==> config.mk <==
export PLATFORM = sky130hd
export DESIGN_NAME = packet_assembler_flat
export DESIGN_NICKNAME = d
export VERILOG_FILES = /design/src/rtl/hdmi_packet_pkg.sv /design/src/rtl/packet_assembler_if.sv /design/src/rtl/bch_ecc_lane.sv /design/src/rtl/packet_assembler.sv /design/src/flat_wrapper.sv
export SDC_FILE = /design/constraint.sdc
export NUM_CORES = 1
export LEC_CHECK = 0
export BUFFER_PORTS_ARGS = -buffer_cell sky130_fd_sc_hd__clkbuf_2
export CAP_MARGIN = 30
export CORE_ASPECT_RATIO = 1.2
export CORE_MARGIN = 2
export CORE_UTILIZATION = 25
export DETAILED_ROUTE_END_ITERATION = 16
export MAX_ROUTING_LAYER = met4
export PLACE_DENSITY = 0.53
export SYNTH_ARGS = -nofsm -noshare
export SYNTH_HDL_FRONTEND = slang
export SYNTH_SLANG_ARGS = --single-unit
export TNS_END_PERCENT = 10
==> constraint.sdc <==
create_clock -name clk_pixel -period 8.35 [get_ports clk_pixel]
set_clock_uncertainty 0.05 [all_clocks]
set_input_delay 0.835 -clock clk_pixel [delete_from_list [all_inputs] [get_ports clk_pixel]]
set_output_delay 0.835 -clock clk_pixel [all_outputs]
set_load 0.05 [all_outputs]
==> src/rtl/hdmi_packet_pkg.sv <==
// rtl/hdmi_packet_pkg.sv - HDMI data-island packet constants, subpacket type and BCH step
package hdmi_packet_pkg;

    localparam int PACKET_PIXELS = 32;
    localparam int HEADER_BITS = 24;
    localparam int SUB_BITS = 56;
    localparam logic [7:0] BCH_POLY = 8'h83;

    typedef logic [SUB_BITS-1:0] subpacket_t;

    // One LSB-first serial step of G(x)=1+x^6+x^7+x^8.
    function automatic logic [7:0] bch_step(input logic [7:0] ecc, input logic d);
        return (ecc >> 1) ^ (((ecc[0] ^ d) == 1'b1) ? BCH_POLY : 8'h00);
    endfunction

endpackage

==> src/rtl/packet_assembler_if.sv <==
// rtl/packet_assembler_if.sv - generator-side inputs and TERC4-side outputs of the packet assembler
interface packet_assembler_if;
    import hdmi_packet_pkg::*;

    logic                    data_island_period;
    logic [HEADER_BITS-1:0]  header;
    subpacket_t [3:0]        sub;
    logic [8:0]              packet_data;
    logic                    packet_data_valid;
    logic [4:0]              counter;
    logic                    packet_enable;
    logic [7:0]              abort_count;

    modport master (
        output data_island_period, header, sub,
        input  packet_data, packet_data_valid, counter, packet_enable, abort_count
    );

    modport slave (
        input  data_island_period, header, sub,
        output packet_data, packet_data_valid, counter, packet_enable, abort_count
    );

endinterface

==> src/rtl/bch_ecc_lane.sv <==
// rtl/bch_ecc_lane.sv - 8-bit BCH ECC register with clear and STEPS serial steps per cycle
module bch_ecc_lane
    import hdmi_packet_pkg::*;
#(
    parameter int STEPS = 1
) (
    input  logic             clk_pixel,
    input  logic             reset,
    input  logic             clear,
    input  logic             step_en,
    input  logic [STEPS-1:0] din,
    output logic [7:0]       ecc
);

    logic [7:0] ecc_next;

    // Clear happens before the first step so a packet start clears and steps in one cycle.
    always_comb begin
        ecc_next = clear ? 8'h00 : ecc;
        if (step_en) begin
            for (int s = 0; s < STEPS; s++) begin
                ecc_next = bch_step(ecc_next, din[s]);
            end
        end
    end

    always_ff @(posedge clk_pixel) begin
        if (reset) begin
            ecc <= 8'h00;
        end else if (clear || step_en) begin
            ecc <= ecc_next;
        end
    end

endmodule

==> src/rtl/packet_assembler.sv <==
// rtl/packet_assembler.sv - serialises header + 4 subpackets into a 32-pixel data-island packet with BCH ECC
// Optional aborted-packet counter: PACKET_ASSEMBLER_ABORT_COUNT_EN
module packet_assembler
    import hdmi_packet_pkg::*;
(
    input  logic                clk_pixel,
    input  logic                reset,
    packet_assembler_if.slave   bus
);

    localparam logic [4:0] HDR_PIX = 5'(HEADER_BITS);
    localparam logic [4:0] SUB_PIX = 5'(SUB_BITS / 2);
    localparam logic [4:0] LAST_K  = 5'(PACKET_PIXELS - 1);

    logic [4:0]             k;
    logic [HEADER_BITS-1:0] hdr_snap;
    subpacket_t [3:0]       sub_snap;
    logic [HEADER_BITS-1:0] hdr_cur;
    subpacket_t [3:0]       sub_cur;

    logic       start;
    logic       abort;
    logic [7:0] hecc;
    logic [7:0] secc [4];
    logic [1:0] sub_din [4];
    logic       ch0;
    logic [3:0] ch1;
    logic [3:0] ch2;

    assign start = bus.data_island_period && (k == 5'd0);
    assign abort = !bus.data_island_period && (k != 5'd0);

    // Pixel 0 reads the live inputs; later pixels only see the snapshot.
    always_comb begin
        hdr_cur = (k == 5'd0) ? bus.header : hdr_snap;
        sub_cur = (k == 5'd0) ? bus.sub : sub_snap;
        ch0 = (k < HDR_PIX) ? hdr_cur[k] : hecc[k[2:0]];
        ch1 = 4'h0;
        ch2 = 4'h0;
        for (int i = 0; i < 4; i++) begin
            sub_din[i] = {sub_cur[i][{k, 1'b1}], sub_cur[i][{k, 1'b0}]};
            if (k < SUB_PIX) begin
                ch1[i] = sub_din[i][0];
                ch2[i] = sub_din[i][1];
            end else begin
                ch1[i] = secc[i][{k[1:0], 1'b0}];
                ch2[i] = secc[i][{k[1:0], 1'b1}];
            end
        end
    end

    bch_ecc_lane #(.STEPS(1)) u_hdr_ecc (
        .clk_pixel (clk_pixel),
        .reset     (reset),
        .clear     (start || abort),
        .step_en   (bus.data_island_period && (k < HDR_PIX)),
        .din       (hdr_cur[k]),
        .ecc       (hecc)
    );

    for (genvar g = 0; g < 4; g++) begin : g_sub_ecc
        bch_ecc_lane #(.STEPS(2)) u_sub_ecc (
            .clk_pixel (clk_pixel),
            .reset     (reset),
            .clear     (start || abort),
            .step_en   (bus.data_island_period && (k < SUB_PIX)),
            .din       (sub_din[g]),
            .ecc       (secc[g])
        );
    end

    always_ff @(posedge clk_pixel) begin
        if (reset) begin
            k                     <= 5'd0;
            hdr_snap              <= '0;
            sub_snap              <= '0;
            bus.packet_data       <= 9'h000;
            bus.packet_data_valid <= 1'b0;
            bus.counter           <= 5'd0;
            bus.packet_enable     <= 1'b0;
        end else if (bus.data_island_period) begin
            if (start) begin
                hdr_snap <= bus.header;
                sub_snap <= bus.sub;
            end
            k                     <= k + 5'd1;
            bus.packet_data       <= {ch2, ch1, ch0};
            bus.packet_data_valid <= 1'b1;
            bus.counter           <= k;
            bus.packet_enable     <= (k == LAST_K);
        end else begin
            k                     <= 5'd0;
            bus.packet_data       <= 9'h000;
            bus.packet_data_valid <= 1'b0;
            bus.counter           <= 5'd0;
            bus.packet_enable     <= 1'b0;
        end
    end

`ifdef PACKET_ASSEMBLER_ABORT_COUNT_EN
    logic [7:0] abort_q;

    always_ff @(posedge clk_pixel) begin
        if (reset) begin
            abort_q <= 8'h00;
        end else if (abort && (abort_q != 8'hFF)) begin
            abort_q <= abort_q + 8'h01;
        end
    end

    assign bus.abort_count = abort_q;
`else
    assign bus.abort_count = 8'h00;
`endif

endmodule

==> src/flat_wrapper.sv <==
// flat-port wrapper written by rule: the top's interface ports become plain ports
module packet_assembler_flat import hdmi_packet_pkg::*;
  (clk_pixel, reset, bus_data_island_period, bus_header, bus_sub, bus_packet_data, bus_packet_data_valid, bus_counter, bus_packet_enable, bus_abort_count);
  packet_assembler_if bus_i ();
  input  logic clk_pixel;
  input  logic reset;
  input wire logic [$bits(bus_i.data_island_period)-1:0] bus_data_island_period;
  input wire logic [$bits(bus_i.header)-1:0] bus_header;
  input wire logic [$bits(bus_i.sub)-1:0] bus_sub;
  output wire logic [$bits(bus_i.packet_data)-1:0] bus_packet_data;
  output wire logic [$bits(bus_i.packet_data_valid)-1:0] bus_packet_data_valid;
  output wire logic [$bits(bus_i.counter)-1:0] bus_counter;
  output wire logic [$bits(bus_i.packet_enable)-1:0] bus_packet_enable;
  output wire logic [$bits(bus_i.abort_count)-1:0] bus_abort_count;
  assign bus_i.data_island_period = bus_data_island_period;
  assign bus_i.header = bus_header;
  assign bus_i.sub = bus_sub;
  assign bus_packet_data = bus_i.packet_data;
  assign bus_packet_data_valid = bus_i.packet_data_valid;
  assign bus_counter = bus_i.counter;
  assign bus_packet_enable = bus_i.packet_enable;
  assign bus_abort_count = bus_i.abort_count;
  packet_assembler u_core (.clk_pixel(clk_pixel), .reset(reset), .bus(bus_i));
endmodule
==> flow_summary.html, run 1 <==
<table>
<tr><th>Metric</th><th>Value</th></tr>
<tr><th colspan="2">Timing</th></tr>
<tr><td>Worst-margin pin slew</td><td>roughly 900 ps</td></tr>
<tr><td>Shortest period the worst path allows</td><td>between 5000 and 6000 ps</td></tr>
<tr><td>Number of max-slew violations in the final report</td><td>0</td></tr>
<tr><td>Number of endpoints failing setup at the final stage</td><td>0</td></tr>
<tr><td>Minimum setup slack in the final design</td><td>2860 ps</td></tr>
<tr><td>Unrepaired setup endpoints after global routing</td><td>no</td></tr>
<tr><td>Final Hold Vio Count</td><td>0</td></tr>
<tr><td>Worst slew margin relative to its limit</td><td>38.9%</td></tr>
<tr><td>Fmax</td><td>around 180 MHz</td></tr>
<tr><td>Final period util</td><td>about two thirds</td></tr>
<tr><td>Total negative slack</td><td>0 ps</td></tr>
<tr><th colspan="2">Final layout</th></tr>
<tr><td>Layout net count</td><td>2,058</td></tr>
<tr><td>Fraction of final layout cells sized beyond drive strength 1</td><td>between 20 and 25%</td></tr>
<tr><td># fillers</td><td>around 6,300</td></tr>
<tr><td>P&amp;R area growth vs syn</td><td>20.2%</td></tr>
<tr><td>Post-layout utilization of the core</td><td>30.5%</td></tr>
<tr><th colspan="2">GRT</th></tr>
<tr><td>All-Layer GR Usage</td><td>between 15 and 20%</td></tr>
<tr><td>Global route total overflow</td><td>0</td></tr>
<tr><td>Via count of the first global-routing pass</td><td>12,800</td></tr>
<tr><td>Global-route wire length before repair</td><td>81,800 µm</td></tr>
<tr><td>Antenna violations before repair</td><td>14</td></tr>
<tr><td>Maximum number of pins on one net before global-route repair</td><td>roughly 120</td></tr>
<tr><th colspan="2">Clock network</th></tr>
<tr><td>Number of sinks driven by the clock tree</td><td>between 300 and 400</td></tr>
<tr><td>Buffers from clock root to sink, at most</td><td>3</td></tr>
<tr><td>Deepest level of the CTS H-tree</td><td>2</td></tr>
<tr><td>Hold-fix buffers at CTS</td><td>0</td></tr>
<tr><td>Number of cells upsized or downsized after cts</td><td>0</td></tr>
<tr><td>Clock insertion delay at the later pin of the skew report</td><td>roughly 560 ps</td></tr>
<tr><td>CTS tree</td><td>built</td></tr>
<tr><td>Clock transition at the register clock pins on the worst setup and hold paths after CTS</td><td>60 ps</td></tr>
<tr><td>Root buffer cell</td><td>clkbuf_16</td></tr>
<tr><td>Post-CTS setup repair buffer count</td><td>0</td></tr>
<tr><td>CTS buffer count</td><td>37</td></tr>
<tr><th colspan="2">Floorplanning</th></tr>
<tr><td>Std-Cell Core Area</td><td>about 60,000 µm²</td></tr>
<tr><td>Standard-cell rows</td><td>98</td></tr>
<tr><td>Chip Height</td><td>~270 µm</td></tr>
<tr><td>Boundary pin count</td><td>275</td></tr>
<tr><td>Die Width</td><td>229 µm</td></tr>
<tr><td>Starting Density</td><td>25.4%</td></tr>
<tr><td>Total die area</td><td>between 60,000 and 70,000 µm²</td></tr>
<tr><th colspan="2">Setup path</th></tr>
<tr><td>R2R Setup Slk</td><td>approximately 2900 ps</td></tr>
<tr><td>Critical register-to-register path endpoint</td><td>u_core.g_sub_ecc[2].u_sub_ecc.ecc[1]</td></tr>
<tr><td>Worst path arrival time</td><td>slightly below 6000 ps</td></tr>
<tr><td>Kind of end point of the critical path</td><td>register</td></tr>
<tr><td>Endpoint required time on the critical path</td><td>between 8000 and 9000 ps</td></tr>
<tr><td>Class of the most critical setup path</td><td>register to register</td></tr>
<tr><td>Number of cells on the worst reg-to-reg path</td><td>13</td></tr>
<tr><td>Element type at the critical path start</td><td>register</td></tr>
<tr><td>Worst Setup EP</td><td>u_core.g_sub_ecc[2].u_sub_ecc.ecc[1]</td></tr>
<tr><td>Worst reg2reg startpoint</td><td>u_core.k[1]</td></tr>
<tr><td>Critical path launch point</td><td>u_core.k[1]</td></tr>
<tr><td>Critical path peak fanout</td><td>80</td></tr>
<tr><th colspan="2">Yosys</th></tr>
<tr><td>Synth top area share</td><td>40.8%</td></tr>
<tr><td>Async S/R FF share, synth</td><td>0%</td></tr>
<tr><td>Total of warnings raised by yosys</td><td>0</td></tr>
<tr><td>Most instantiated cells after synthesis</td><td>dfxtp_1 (309), mux2i_1 (300), nor2_1 (285)</td></tr>
<tr><td>Dominant cells by area after synthesis</td><td>dfxtp_1 (41%), mux2i_1 (20%), nor2_1 (7.1%)</td></tr>
<tr><td>Number of flops mapped to enable cells by yosys</td><td>0</td></tr>
<tr><td>Most used DFF post-synth</td><td>dfxtp_1</td></tr>
<tr><td>Yosys cell types</td><td>76</td></tr>
<tr><td>Post-Synthesis Mean Instance Area</td><td>~9.4 µm²</td></tr>
<tr><td>Most frequent cell after synthesis</td><td>dfxtp_1</td></tr>
<tr><td>Synth Register Bits</td><td>between 300 and 400</td></tr>
<tr><td>Cell taking the most area after synthesis</td><td>dfxtp_1</td></tr>
<tr><td>Netlist Area Pre-Place</td><td>between 15,000 and 20,000 µm²</td></tr>
<tr><td>Synth Instances</td><td>1,607</td></tr>
<tr><td>Sequential element share of the synthesized area</td><td>about two fifths</td></tr>
<tr><th colspan="2">Place</th></tr>
<tr><td>Post-place setup slack</td><td>2830 ps</td></tr>
<tr><td>Final weighted congestion of routability-driven global placement</td><td>0.820</td></tr>
<tr><td>Half-perimeter wire length of the detailed placement result</td><td>~40,000 µm</td></tr>
<tr><td>Number of I/O port buffers</td><td>between 200 and 300</td></tr>
<tr><th colspan="2">Detailed routing</th></tr>
<tr><td>Drt total wl</td><td>55,600 µm</td></tr>
<tr><td>Residual antenna-violating net count after detailed routing</td><td>0</td></tr>
<tr><td>Average via count per standard cell</td><td>approximately 4.8</td></tr>
<tr><td>Number of optimization iterations in the first detailed-route pass</td><td>6</td></tr>
<tr><td>Number of violations reported at the end of detailed-routing iteration 0</td><td>810</td></tr>
<tr><td>Routed length per placed instance</td><td>about 21 µm</td></tr>
<tr><td>DRC violations left</td><td>0</td></tr>
<tr><td>Total via count after detailed routing</td><td>roughly 13,000</td></tr>
<tr><th colspan="2">Flow run</th></tr>
<tr><td>Count of max-cap constraint violations</td><td>0</td></tr>
<tr><th colspan="2">Run status</th></tr>
<tr><td>Result of the run</td><td>finished clean</td></tr>
<tr><th colspan="2">Hold path</th></tr>
<tr><td>HP Class</td><td>register to register</td></tr>
<tr><th colspan="2">Power</th></tr>
<tr><td>Power per cell area</td><td>around 210 nW/µm²</td></tr>
<tr><td>Maximum ir drop on the vdd rail</td><td>0.111 mV</td></tr>
<tr><td>Leakage power figure</td><td>approximately 7.7 nW</td></tr>
</table>
per-layer routing:
| metal | up-vias | part of all wire [%] | routed length (µm) | GRT usage, % |
|---|---|---|---|---|
| met5 | - | 0 | 0 | - |
| met4 | 0 | 3.2 | 1770 | 6.54 |
| met3 | 96 | 7.0 | 3900 | 4.64 |
| met2 | 423 | 48 | 26800 | 29.3 |
| met1 | 6169 | 42 | 23100 | 21.1 |
| li1 | 6057 | - | - | - |
cell usage in the layout (no fill, tap or decap), types with 13 or more instances in the layout:
| cell | instances |
|---|---|
| a211oi_1 | 14 |
| a21oi_1 | 67 |
| a31oi_1 | 18 |
| buf_4 | 18 |
| clkbuf_16 | 39 |
| clkbuf_2 | 265 |
| dfxtp_1 | 306 |
| diode_2 | 13 |
| mux2_2 | 18 |
| mux2i_1 | 300 |
| mux4_2 | 29 |
| nand2_1 | 176 |
| nand3_1 | 36 |
| nand4_1 | 14 |
| nor2_1 | 285 |
| o21ai_0 | 23 |
critical path, cell delays in order, from the launching register on:
cell and delay [ps]:
dfxtp_4 480, clkinv_1 340, ha_1 520, or4b_2 690, clkinv_4 620, buf_4 520, mux2i_1 240, o22ai_1 90
o311ai_0 620, a31oi_1 320, xor2_1 250, xnor2_1 240, xnor2_1 100, a22o_1 190
cell families after synthesis:
kind of cell / Yosys count / share of synthesized area [%]
DFF: 309 / 40.8
xor gates and xnor gates: 24 / 1.39
muxes: 359 / 27.5
AOI/OAI and AO/OA: 196 / 8.83
buffers and inverters: 143 / 5.19
and+or+nand+nor: 571 / 15.8
other: 1 / 0.0248
adders and majority gates: 4 / 0.330
layout make-up:
cell class	count	area [µm²]	share of cell area (%)
Clock inverter	14	128	0.701
Antenna cell	13	32.5	0.179
Tap cell	800	1000	5.50
Timing Repair Buffer	289	1570	8.60
Inverter	4	20.0	0.110
Sequential cell	309	6190	34.0
Multi-Input combinational cell	1162	8210	45.1
Clock buffer	51	1050	5.77
flip-flops by register name (all words and copies together) (netlist names):
| register | cells |
|---|---|
| u_core.sub_snap | 224 |
| u_core.g_sub_ecc.u_sub_ecc.ecc | 32 |
| u_core.hdr_snap | 24 |
| u_core.bus.packet_data | 9 |
| u_core.u_hdr_ecc.ecc | 8 |
| u_core.bus.counter | 5 |
| u_core.k | 5 |
| u_core.bus.packet_data_valid | 1 |
| u_core.bus.packet_enable | 1 |
report_power, final:
group	leakage (nW)	switching, mW	internal, mW
clock network	0.589	0.672	0.943
registers	2.54	0.0596	1.57
logic	4.56	0.339	0.266
metrics by stage:
| stage | power, mW | std cells | hold slack [ps] | area (µm²) |
|---|---|---|---|---|
| 4_1_cts | 3.90 | 2629 | 418 | 18200 |
| 3_5_place_dp | 2.27 | 2564 | 410 | 17000 |
| 5_1_grt | 4.01 | 2642 | 432 | 18200 |
| 3_3_place_gp | 2.25 | 2560 | 399 | 16900 |
| 2_1_floorplan | 2.08 | 1614 | 389 | 15200 |
| 6_report | 3.85 | 2642 | 418 | 18200 |
how the worst min path moves through the flow:
stage	from	slack (ps)	cells after the start	to
global placement	u_core.g_sub_ecc[3].u_sub_ecc.ecc[4]	400	2	u_core.g_sub_ecc[3].u_sub_ecc.ecc[2]
detailed placement	u_core.g_sub_ecc[1].u_sub_ecc.ecc[5]	410	2	u_core.g_sub_ecc[1].u_sub_ecc.ecc[3]
global route	u_core.g_sub_ecc[3].u_sub_ecc.ecc[5]	430	2	u_core.g_sub_ecc[3].u_sub_ecc.ecc[3]
floorplan	u_core.u_hdr_ecc.ecc[3]	390	2	u_core.u_hdr_ecc.ecc[2]
CTS	u_core.g_sub_ecc[1].u_sub_ecc.ecc[5]	420	2	u_core.g_sub_ecc[1].u_sub_ecc.ecc[3]
finish	u_core.g_sub_ecc[2].u_sub_ecc.ecc[6]	420	2	u_core.g_sub_ecc[2].u_sub_ecc.ecc[4]
No activity file was read; power rests on OpenSTA's default activity.
==> inputs of run 2 (changes only) <==
- clock period: 8.35 -> 5.15 ns (I/O delays scaled with it)
==> run 2 against run 1 <==
Final area barely moved. Sequential power rose by 62%. Die area did not move. Combinational power rose by 66%. Critical path depth fell by 1. Largest power group unchanged.
==> flow_summary.html, run 2 (synthesis results as in run 1) <==
<table>
<tr><th>Metric</th><th>Value</th></tr>
<tr><th colspan="2">Clock network</th></tr>
<tr><td>Clock transition at the register clock pins on the worst setup and hold paths after CTS</td><td>70 ps (about the same)</td></tr>
<tr><td>Buffers from clock root to sink, at most</td><td>3 (unchanged)</td></tr>
<tr><td>Deepest level of the CTS H-tree</td><td>2 (unchanged)</td></tr>
<tr><td>Number of sinks driven by the clock tree</td><td>309 (unchanged)</td></tr>
<tr><td>Root buffer cell</td><td>clkbuf_16</td></tr>
<tr><td>Clock insertion delay at the later pin of the skew report</td><td>560 ps (about the same)</td></tr>
<tr><td>Hold-fix buffers at CTS</td><td>0 (unchanged)</td></tr>
<tr><td>Post-CTS setup repair buffer count</td><td>0 (unchanged)</td></tr>
<tr><td>CTS tree</td><td>built</td></tr>
<tr><td>CTS buffer count</td><td>36 (-2.7%)</td></tr>
<tr><td>Number of cells upsized or downsized after cts</td><td>0 (unchanged)</td></tr>
<tr><th colspan="2">Timing</th></tr>
<tr><td>Number of endpoints failing setup at the final stage</td><td>0 (unchanged)</td></tr>
<tr><td>Worst-margin pin slew</td><td>1050 ps (+133 ps)</td></tr>
<tr><td>Fmax</td><td>236 MHz (+30%)</td></tr>
<tr><td>Unrepaired setup endpoints after global routing</td><td>no</td></tr>
<tr><td>Shortest period the worst path allows</td><td>4230 ps (-1260 ps)</td></tr>
<tr><td>Minimum setup slack in the final design</td><td>920 ps (-1940 ps)</td></tr>
<tr><td>Final Hold Vio Count</td><td>0 (unchanged)</td></tr>
<tr><td>Final period util</td><td>82.1% (+16 points)</td></tr>
<tr><td>Total negative slack</td><td>0 ps (unchanged)</td></tr>
<tr><td>Worst slew margin relative to its limit</td><td>29.9% (-9.0 points)</td></tr>
<tr><td>Number of max-slew violations in the final report</td><td>0 (unchanged)</td></tr>
<tr><th colspan="2">Power</th></tr>
<tr><td>Switching portion of total power</td><td>28.2% (+0.40 points)</td></tr>
<tr><td>Fraction of power consumed by the clock network</td><td>41.0% (-1.0 points)</td></tr>
<tr><td>Combinational group share of total power</td><td>16.3% (+0.6 points)</td></tr>
<tr><td>Net Sw Power</td><td>1.74 mW (+62%)</td></tr>
<tr><td>Internal power</td><td>4.43 mW (+59%)</td></tr>
<tr><td>Power per cell area</td><td>339 nW/µm² (+60%)</td></tr>
<tr><td>Sequential power share</td><td>42.8% (+0.5 points)</td></tr>
<tr><td>Maximum ir drop on the vdd rail</td><td>0.147 mV (+33%)</td></tr>
<tr><td>Leakage power figure</td><td>7.67 nW (-0.23%)</td></tr>
<tr><th colspan="2">Floorplanning</th></tr>
<tr><td>Boundary pin count</td><td>275 (unchanged)</td></tr>
<tr><td>Chip Height</td><td>274 µm (unchanged)</td></tr>
<tr><td>Standard-cell rows</td><td>98 (unchanged)</td></tr>
<tr><td>Die Width</td><td>229 µm (unchanged)</td></tr>
<tr><td>Starting Density</td><td>25.4% (unchanged)</td></tr>
<tr><td>Total die area</td><td>62,600 µm² (unchanged)</td></tr>
<tr><td>Std-Cell Core Area</td><td>59,700 µm² (unchanged)</td></tr>
<tr><th colspan="2">Detailed routing</th></tr>
<tr><td>Routed length per placed instance</td><td>20.8 µm (-1.3%)</td></tr>
<tr><td>Number of violations reported at the end of detailed-routing iteration 0</td><td>1,074 (+33%)</td></tr>
<tr><td>DRC violations left</td><td>0 (unchanged)</td></tr>
<tr><td>Residual antenna-violating net count after detailed routing</td><td>0 (unchanged)</td></tr>
<tr><td>Average via count per standard cell</td><td>4.87 (+0.98%)</td></tr>
<tr><td>Drt total wl</td><td>54,800 µm (-1.6%)</td></tr>
<tr><td>Number of optimization iterations in the first detailed-route pass</td><td>5 (-1)</td></tr>
<tr><td>Total via count after detailed routing</td><td>12,800 (+0.75%)</td></tr>
<tr><th colspan="2">Place</th></tr>
<tr><td>Number of I/O port buffers</td><td>266 (unchanged)</td></tr>
<tr><td>Half-perimeter wire length of the detailed placement result</td><td>38,900 µm (-1.6%)</td></tr>
<tr><td>Post-place setup slack</td><td>925 ps (-1900 ps)</td></tr>
<tr><td>Cell Area, Placed</td><td>17,000 µm² (+0.19%)</td></tr>
<tr><td>Final weighted congestion of routability-driven global placement</td><td>0.845 (+3.0%)</td></tr>
<tr><th colspan="2">Final layout</th></tr>
<tr><td># fillers</td><td>6,245 (-1.0%)</td></tr>
<tr><td>Most frequent standard cell in the layout excluding fill and tap cells</td><td>dfxtp_1</td></tr>
<tr><td>Seq. cell area</td><td>6190 µm² (unchanged)</td></tr>
<tr><td>Area of the multi-input gates</td><td>8210 µm² (unchanged)</td></tr>
<tr><td>Layout net count</td><td>2,060 (+0.097%)</td></tr>
<tr><td>Regs by FF count</td><td>u_core.sub_snap: 224 flops, u_core.g_sub_ecc.u_sub_ecc.ecc: 32 flops, u_core.hdr_snap: 24 flops</td></tr>
<tr><td>P&amp;R area growth vs syn</td><td>20.1% (about the same)</td></tr>
<tr><td>Post-route cell area</td><td>18,200 µm² (about the same)</td></tr>
<tr><td>Register with the most flip-flops</td><td>u_core.sub_snap</td></tr>
<tr><td>Fraction of final layout cells sized beyond drive strength 1</td><td>22.6% (about the same)</td></tr>
<tr><td>Highest-count cells in the layout ignoring fill and taps</td><td>dfxtp_1 (306), mux2i_1 (300), nor2_1 (285)</td></tr>
<tr><td>Number of flip-flops under the largest register name</td><td>224 (unchanged)</td></tr>
<tr><th colspan="2">Setup path</th></tr>
<tr><td>Kind of end point of the critical path</td><td>register</td></tr>
<tr><td>Worst path arrival time</td><td>4620 ps (-1270 ps)</td></tr>
<tr><td>Critical path peak fanout</td><td>44 (-45%)</td></tr>
<tr><td>Endpoint required time on the critical path</td><td>5540 ps (-3210 ps)</td></tr>
<tr><td>Class of the most critical setup path</td><td>register to register</td></tr>
<tr><td>Element type at the critical path start</td><td>register</td></tr>
<tr><th colspan="2">Flow run</th></tr>
<tr><td>Count of max-cap constraint violations</td><td>0 (unchanged)</td></tr>
<tr><th colspan="2">GRT</th></tr>
<tr><td>Met3 capacity usage during global routing</td><td>2.96% (-1.7 points)</td></tr>
<tr><td>Antenna violations before repair</td><td>8 (-6)</td></tr>
<tr><td>Global-route wire length before repair</td><td>80,200 µm (-2.0%)</td></tr>
<tr><td>Via count of the first global-routing pass</td><td>12,600 (-1.7%)</td></tr>
<tr><td>Global route total overflow</td><td>0 (unchanged)</td></tr>
<tr><td>Met1 capacity usage during global routing</td><td>21.7% (+0.60 points)</td></tr>
<tr><td>Met2 capacity usage during global routing</td><td>28.8% (-0.50 points)</td></tr>
<tr><td>All-Layer GR Usage</td><td>17.4% (-0.44 points)</td></tr>
<tr><td>Most Crowded Layer GR</td><td>met2</td></tr>
<tr><td>Maximum number of pins on one net before global-route repair</td><td>96 (-17%)</td></tr>
<tr><th colspan="2">Hold path</th></tr>
<tr><td>HP Class</td><td>input port to register</td></tr>
<tr><th colspan="2">Run status</th></tr>
<tr><td>Result of the run</td><td>finished clean</td></tr>
</table>
## run 2: cell types whose count changed in the layout (fill, tap and decap cells not counted), moves of 2 or more
cell and change:
diode_2 -7, clkinv_2 -5, clkinvlp_4 +4, buf_12 +2, buf_4 +2, buf_6 -2, clkbuf_16 -2, clkbuf_8 +2
## run 2: layout make-up
class,instances,share of cell area [%]
diodes,6,0.0825
multi-input cells,1162,45.1
flip-flops and latches,309,34.0
repair buffers,292,8.93
inverters,4,0.110
clock buffers,52,5.67
clock inverters,11,0.516
well taps,800,5.50
## run 2: critical path, cell delays in order, from the launching register on
cell	delay [ps]
dfxtp_4	360
inv_1	80
ha_1	170
or4b_2	660
clkinv_4	400
buf_12	280
mux4_2	520
o311ai_1	520
a31oi_1	270
xor2_1	230
xnor2_1	250
xnor2_1	100
a22o_1	190
## run 2: through the flow
step | total power [mW] | instances | util [%] | hold WS [ps]
floorplan | 3.37 | 1614 | - | 389
global placement | 3.66 | 2565 | 28.5 | 400
detailed placement | 3.69 | 2566 | 28.5 | 408
CTS | 6.24 | 2629 | 30.4 | 116
global route | 6.42 | 2636 | 30.5 | 140
finish | 6.16 | 2636 | 30.5 | 141
## run 2: routing by layer
metal,vias up,share of wire (%)
met3,92,5.2
li1,6049,-
met1,6290,44
met5,-,0
met4,0,2.5
met2,410,48
## run 2: final timing paths
path	startpoint	to	slack [ps]	depth (start not counted)
max	u_core.k[0]	u_core.g_sub_ecc[2].u_sub_ecc.ecc[1]	920	12
min	bus_sub[73]	u_core.sub_snap[73]	140	3
max reg2reg	u_core.k[0]	u_core.g_sub_ecc[2].u_sub_ecc.ecc[1]	920	12
min reg2reg	u_core.g_sub_ecc[1].u_sub_ecc.ecc[5]	u_core.g_sub_ecc[1].u_sub_ecc.ecc[3]	410	2
## run 2: power groups by stage
stage                     sequential, mW  clock, mW  combinational [mW]
final                               2.64       2.52                1.00
after global routing                2.65       2.68                1.09
after CTS                           2.63       2.60                1.01
after detailed placement            2.69          0                1.00
after global placement              2.68          0               0.983
after floorplan                     2.67          0               0.696
==> inputs of run 3 (changes only) <==
- PLACE_DENSITY: 0.53 -> 0.55
- clock period: 5.15 -> 3.53 ns (I/O delays scaled with it)
==> run 3 against run 2 <==
Via count increased by 5.5%. Clock power increased by 65%. Maximum frequency increased by 21%. Core utilization increased by 3.5 points. Sequential share of layout area decreased by 3.5 points. Global-route usage increased by 0.80 points. Flip-flop and latch count unchanged. First-iteration DRC count increased by 3.0%. Count of clock-buffer cells in the layout decreased by 6. Non-clock buffer count increased by 184. Sequential power increased by 46%. Critical endpoint is now u_core.g_sub_ecc[0].u_sub_ecc.ecc[7]. Largest cell class unchanged.
==> flow_summary.html, run 3 (synthesis results as in run 1) <==
<table>
<tr><th>Metric</th><th>Value</th></tr>
<tr><th colspan="2">GRT</th></tr>
<tr><td>All-Layer GR Usage</td><td>18.2% (+0.80 points)</td></tr>
<tr><td>Maximum number of pins on one net before global-route repair</td><td>105 (+9.4%)</td></tr>
<tr><td>Global-route wire length before repair</td><td>83,400 µm (+4.1%)</td></tr>
<tr><td>Via count of the first global-routing pass</td><td>13,300 (+5.2%)</td></tr>
<tr><td>Antenna violations before repair</td><td>11 (+3)</td></tr>
<tr><td>Global route total overflow</td><td>0 (unchanged)</td></tr>
<tr><th colspan="2">Detailed routing</th></tr>
<tr><td>Routed length per placed instance</td><td>20.4 µm (-1.7%)</td></tr>
<tr><td>Total via count after detailed routing</td><td>13,500 (+5.5%)</td></tr>
<tr><td>Drt total wl</td><td>57,800 µm (+5.6%)</td></tr>
<tr><td>DRC violations left</td><td>0 (unchanged)</td></tr>
<tr><td>Residual antenna-violating net count after detailed routing</td><td>0 (unchanged)</td></tr>
<tr><td>Average via count per standard cell</td><td>4.79 (-1.8%)</td></tr>
<tr><td>Number of violations reported at the end of detailed-routing iteration 0</td><td>1,106 (+3.0%)</td></tr>
<tr><td>Number of optimization iterations in the first detailed-route pass</td><td>5 (unchanged)</td></tr>
<tr><th colspan="2">Timing</th></tr>
<tr><td>Unrepaired setup endpoints after global routing</td><td>yes</td></tr>
<tr><td>Shortest period the worst path allows</td><td>3490 ps (-743 ps)</td></tr>
<tr><td>Final period util</td><td>98.8% (+17 points)</td></tr>
<tr><td>Worst slew margin relative to its limit</td><td>44.5% (+15 points)</td></tr>
<tr><td>Fmax</td><td>287 MHz (+21%)</td></tr>
<tr><td>Final Hold Vio Count</td><td>0 (unchanged)</td></tr>
<tr><td>Number of max-slew violations in the final report</td><td>0 (unchanged)</td></tr>
<tr><td>Worst-margin pin slew</td><td>829 ps (-220 ps)</td></tr>
<tr><td>Number of endpoints failing setup at the final stage</td><td>0 (unchanged)</td></tr>
<tr><td>Worst hold margin</td><td>6.97 ps (-134 ps)</td></tr>
<tr><th colspan="2">Clock network</th></tr>
<tr><td>Number of sinks driven by the clock tree</td><td>309 (unchanged)</td></tr>
<tr><td>Clock insertion delay at the later pin of the skew report</td><td>580 ps (+20 ps)</td></tr>
<tr><td>Deepest level of the CTS H-tree</td><td>2 (unchanged)</td></tr>
<tr><td>Buffers from clock root to sink, at most</td><td>3 (unchanged)</td></tr>
<tr><td>CTS buffer count</td><td>38 (+5.6%)</td></tr>
<tr><td>Root buffer cell</td><td>clkbuf_16</td></tr>
<tr><td>Clock transition at the register clock pins on the worst setup and hold paths after CTS</td><td>60 ps (about the same)</td></tr>
<tr><td>CTS tree</td><td>built</td></tr>
<tr><th colspan="2">Place</th></tr>
<tr><td>Total placed cells including tap cells</td><td>2,610 (+1.7%)</td></tr>
<tr><td>Number of I/O port buffers</td><td>266 (unchanged)</td></tr>
<tr><td>Half-perimeter wire length of the detailed placement result</td><td>40,300 µm (+3.5%)</td></tr>
<tr><td>Final weighted congestion of routability-driven global placement</td><td>0.835 (-1.2%)</td></tr>
<tr><th colspan="2">Setup path</th></tr>
<tr><td>Library cell appearing most often on the critical path</td><td>nor2_1</td></tr>
<tr><td>Slowest cell on the critical path</td><td>or4b_4</td></tr>
<tr><td>Number of cells on the worst reg-to-reg path</td><td>12 (unchanged)</td></tr>
<tr><td>Class of the most critical setup path</td><td>register to register</td></tr>
<tr><td>Critical path peak fanout</td><td>15 (-66%)</td></tr>
<tr><td>Cell-by-cell trace of the critical path</td><td>inv_2 &gt; ha_4 &gt; or4b_4 &gt; buf_12 &gt; inv_8 &gt; mux4_1 &gt; nor2_1 &gt; nor2_1 &gt; a2111oi_4 &gt; xnor2_2 &gt; or4_1 &gt; nand2_1</td></tr>
<tr><td>Element type at the critical path start</td><td>register</td></tr>
<tr><td>Kind of end point of the critical path</td><td>register</td></tr>
<tr><td>Worst path arrival time</td><td>3940 ps (-680 ps)</td></tr>
<tr><td>Endpoint required time on the critical path</td><td>3980 ps (-1560 ps)</td></tr>
<tr><td>Worst path max stage delay</td><td>580 ps (-80 ps)</td></tr>
<tr><th colspan="2">Power</th></tr>
<tr><td>Power per cell area</td><td>478 nW/µm² (+41%)</td></tr>
<tr><td>Fraction of power consumed by the clock network</td><td>42.7% (+1.7 points)</td></tr>
<tr><td>Maximum ir drop on the vdd rail</td><td>0.277 mV (+88%)</td></tr>
<tr><td>Internal power</td><td>7.03 mW (+59%)</td></tr>
<tr><td>Net Sw Power</td><td>2.68 mW (+54%)</td></tr>
<tr><td>Combinational group share of total power</td><td>17.6% (+1.3 points)</td></tr>
<tr><td>Switching portion of total power</td><td>27.6% (-0.57 points)</td></tr>
<tr><td>Total Power Consumption</td><td>9.71 mW (+58%)</td></tr>
<tr><td>Sequential power share</td><td>39.7% (-3.1 points)</td></tr>
<tr><td>Leakage power figure</td><td>8.64 nW (+13%)</td></tr>
<tr><th colspan="2">Run status</th></tr>
<tr><td>Result of the run</td><td>finished clean</td></tr>
<tr><th colspan="2">Final layout</th></tr>
<tr><td>Final standard cell count with taps included and fillers excluded</td><td>2,831 (+7.4%)</td></tr>
<tr><td>Layout net count</td><td>2,247 (+9.1%)</td></tr>
<tr><td>Highest-count cells in the layout ignoring fill and taps</td><td>dfxtp_1 (306), mux2i_1 (300), nor2_1 (285)</td></tr>
<tr><td>Number of flip-flops under the largest register name</td><td>224 (unchanged)</td></tr>
<tr><td>Fraction of final layout cells sized beyond drive strength 1</td><td>23.9% (+1.3 points)</td></tr>
<tr><td>Register with the most flip-flops</td><td>u_core.sub_snap</td></tr>
<tr><td>P&amp;R area growth vs syn</td><td>34.1%</td></tr>
<tr><td>Most frequent standard cell in the layout excluding fill and tap cells</td><td>dfxtp_1</td></tr>
<tr><td>Regs by FF count</td><td>u_core.sub_snap: 224 flops, u_core.g_sub_ecc.u_sub_ecc.ecc: 32 flops, u_core.hdr_snap: 24 flops</td></tr>
<tr><th colspan="2">Floorplanning</th></tr>
<tr><td>Boundary pin count</td><td>275 (unchanged)</td></tr>
<tr><td>Standard-cell rows</td><td>98 (unchanged)</td></tr>
<tr><td>Starting Density</td><td>25.4% (unchanged)</td></tr>
<tr><td>Die Width</td><td>229 µm (unchanged)</td></tr>
<tr><td>Chip Height</td><td>274 µm (unchanged)</td></tr>
<tr><td>Std-Cell Core Area</td><td>59,700 µm² (unchanged)</td></tr>
<tr><td>Total die area</td><td>62,600 µm² (unchanged)</td></tr>
<tr><th colspan="2">Hold path</th></tr>
<tr><td>HP Class</td><td>input port to register</td></tr>
<tr><td>Worst hold path cell count</td><td>3 (unchanged)</td></tr>
<tr><th colspan="2">Flow run</th></tr>
<tr><td>Count of max-cap constraint violations</td><td>0 (unchanged)</td></tr>
</table>
==> run 3: final timing paths <==
check                                            start                                   end  slack (ps)
setup / recovery                           u_core.k[0]  u_core.g_sub_ecc[0].u_sub_ecc.ecc[7]          40
setup reg to reg                           u_core.k[0]  u_core.g_sub_ecc[0].u_sub_ecc.ecc[7]          40
hold reg to reg   u_core.g_sub_ecc[2].u_sub_ecc.ecc[6]  u_core.g_sub_ecc[2].u_sub_ecc.ecc[4]         410
hold / removal                             bus_sub[76]                   u_core.sub_snap[76]           7
==> run 3: critical path: cells and delay by family, from the launching register on <==
| family | cells | cell delay, ps |
|---|---|---|
| simple gates | 5 | 1370 |
| mux | 1 | 560 |
| buf+inv | 3 | 400 |
| compound gates | 1 | 400 |
| flops | 1 | 350 |
| xor+xnor | 1 | 140 |
| fa+ha+maj | 1 | 130 |
==> run 3: metal layers <==
metal  routed length [µm]  part of all wire (%)  global-route usage (%)
met5                    0                     0                       -
met2                27000                    47                    28.6
met3                 3470                   6.0                    3.14
met4                 2740                   4.7                    9.29
met1                24600                    43                    22.5
==> run 3: power groups by stage <==
stage	sequential [mW]	clock, mW	combinational, mW
after floorplan	3.90	0	1.03
after global placement	3.91	0	1.51
after detailed placement	3.92	0	1.54
after CTS	3.85	4.24	1.68
after global routing	3.87	4.38	1.85
final	3.85	4.15	1.71
==> run 3: layout make-up <==
type	instances	area, µm²
tap	800	1000
multi-input combinational	1162	8280
sequential	309	6190
antenna	11	27.5
clock inverter	22	294
clock buffer	46	1010
fill	6138	39400
inverter	4	41.3
timing repair buffer	476	3440
timing repair inverter	1	11.3
==> run 3: what timing repair did <==
| item | CTS | global route |
|---|---|---|
| gates resized for setup | 2 | 7 |
| hold endpoints to repair | 135 | 0 |
| gates cloned | 0 | 2 |
| hold buffers | 135 | 0 |
| setup buffers | 0 | 5 |
| endpoints found under the setup margin | 1 | 6 |
| pin swaps | 2 | 4 |
==> run 3: metrics by stage <==
step	setup slack, ps	TNS, ps	area [µm²]	util [%]
after floorplan	-120	-7530	15300	-
after global placement	32.5	0	17500	29.3
final	42.8	0	20300	34.0
after CTS	0.994	0	20100	33.7
after detailed placement	-41.0	-41.0	17500	29.3
after global routing	-34.0	-85.1	20300	34.0
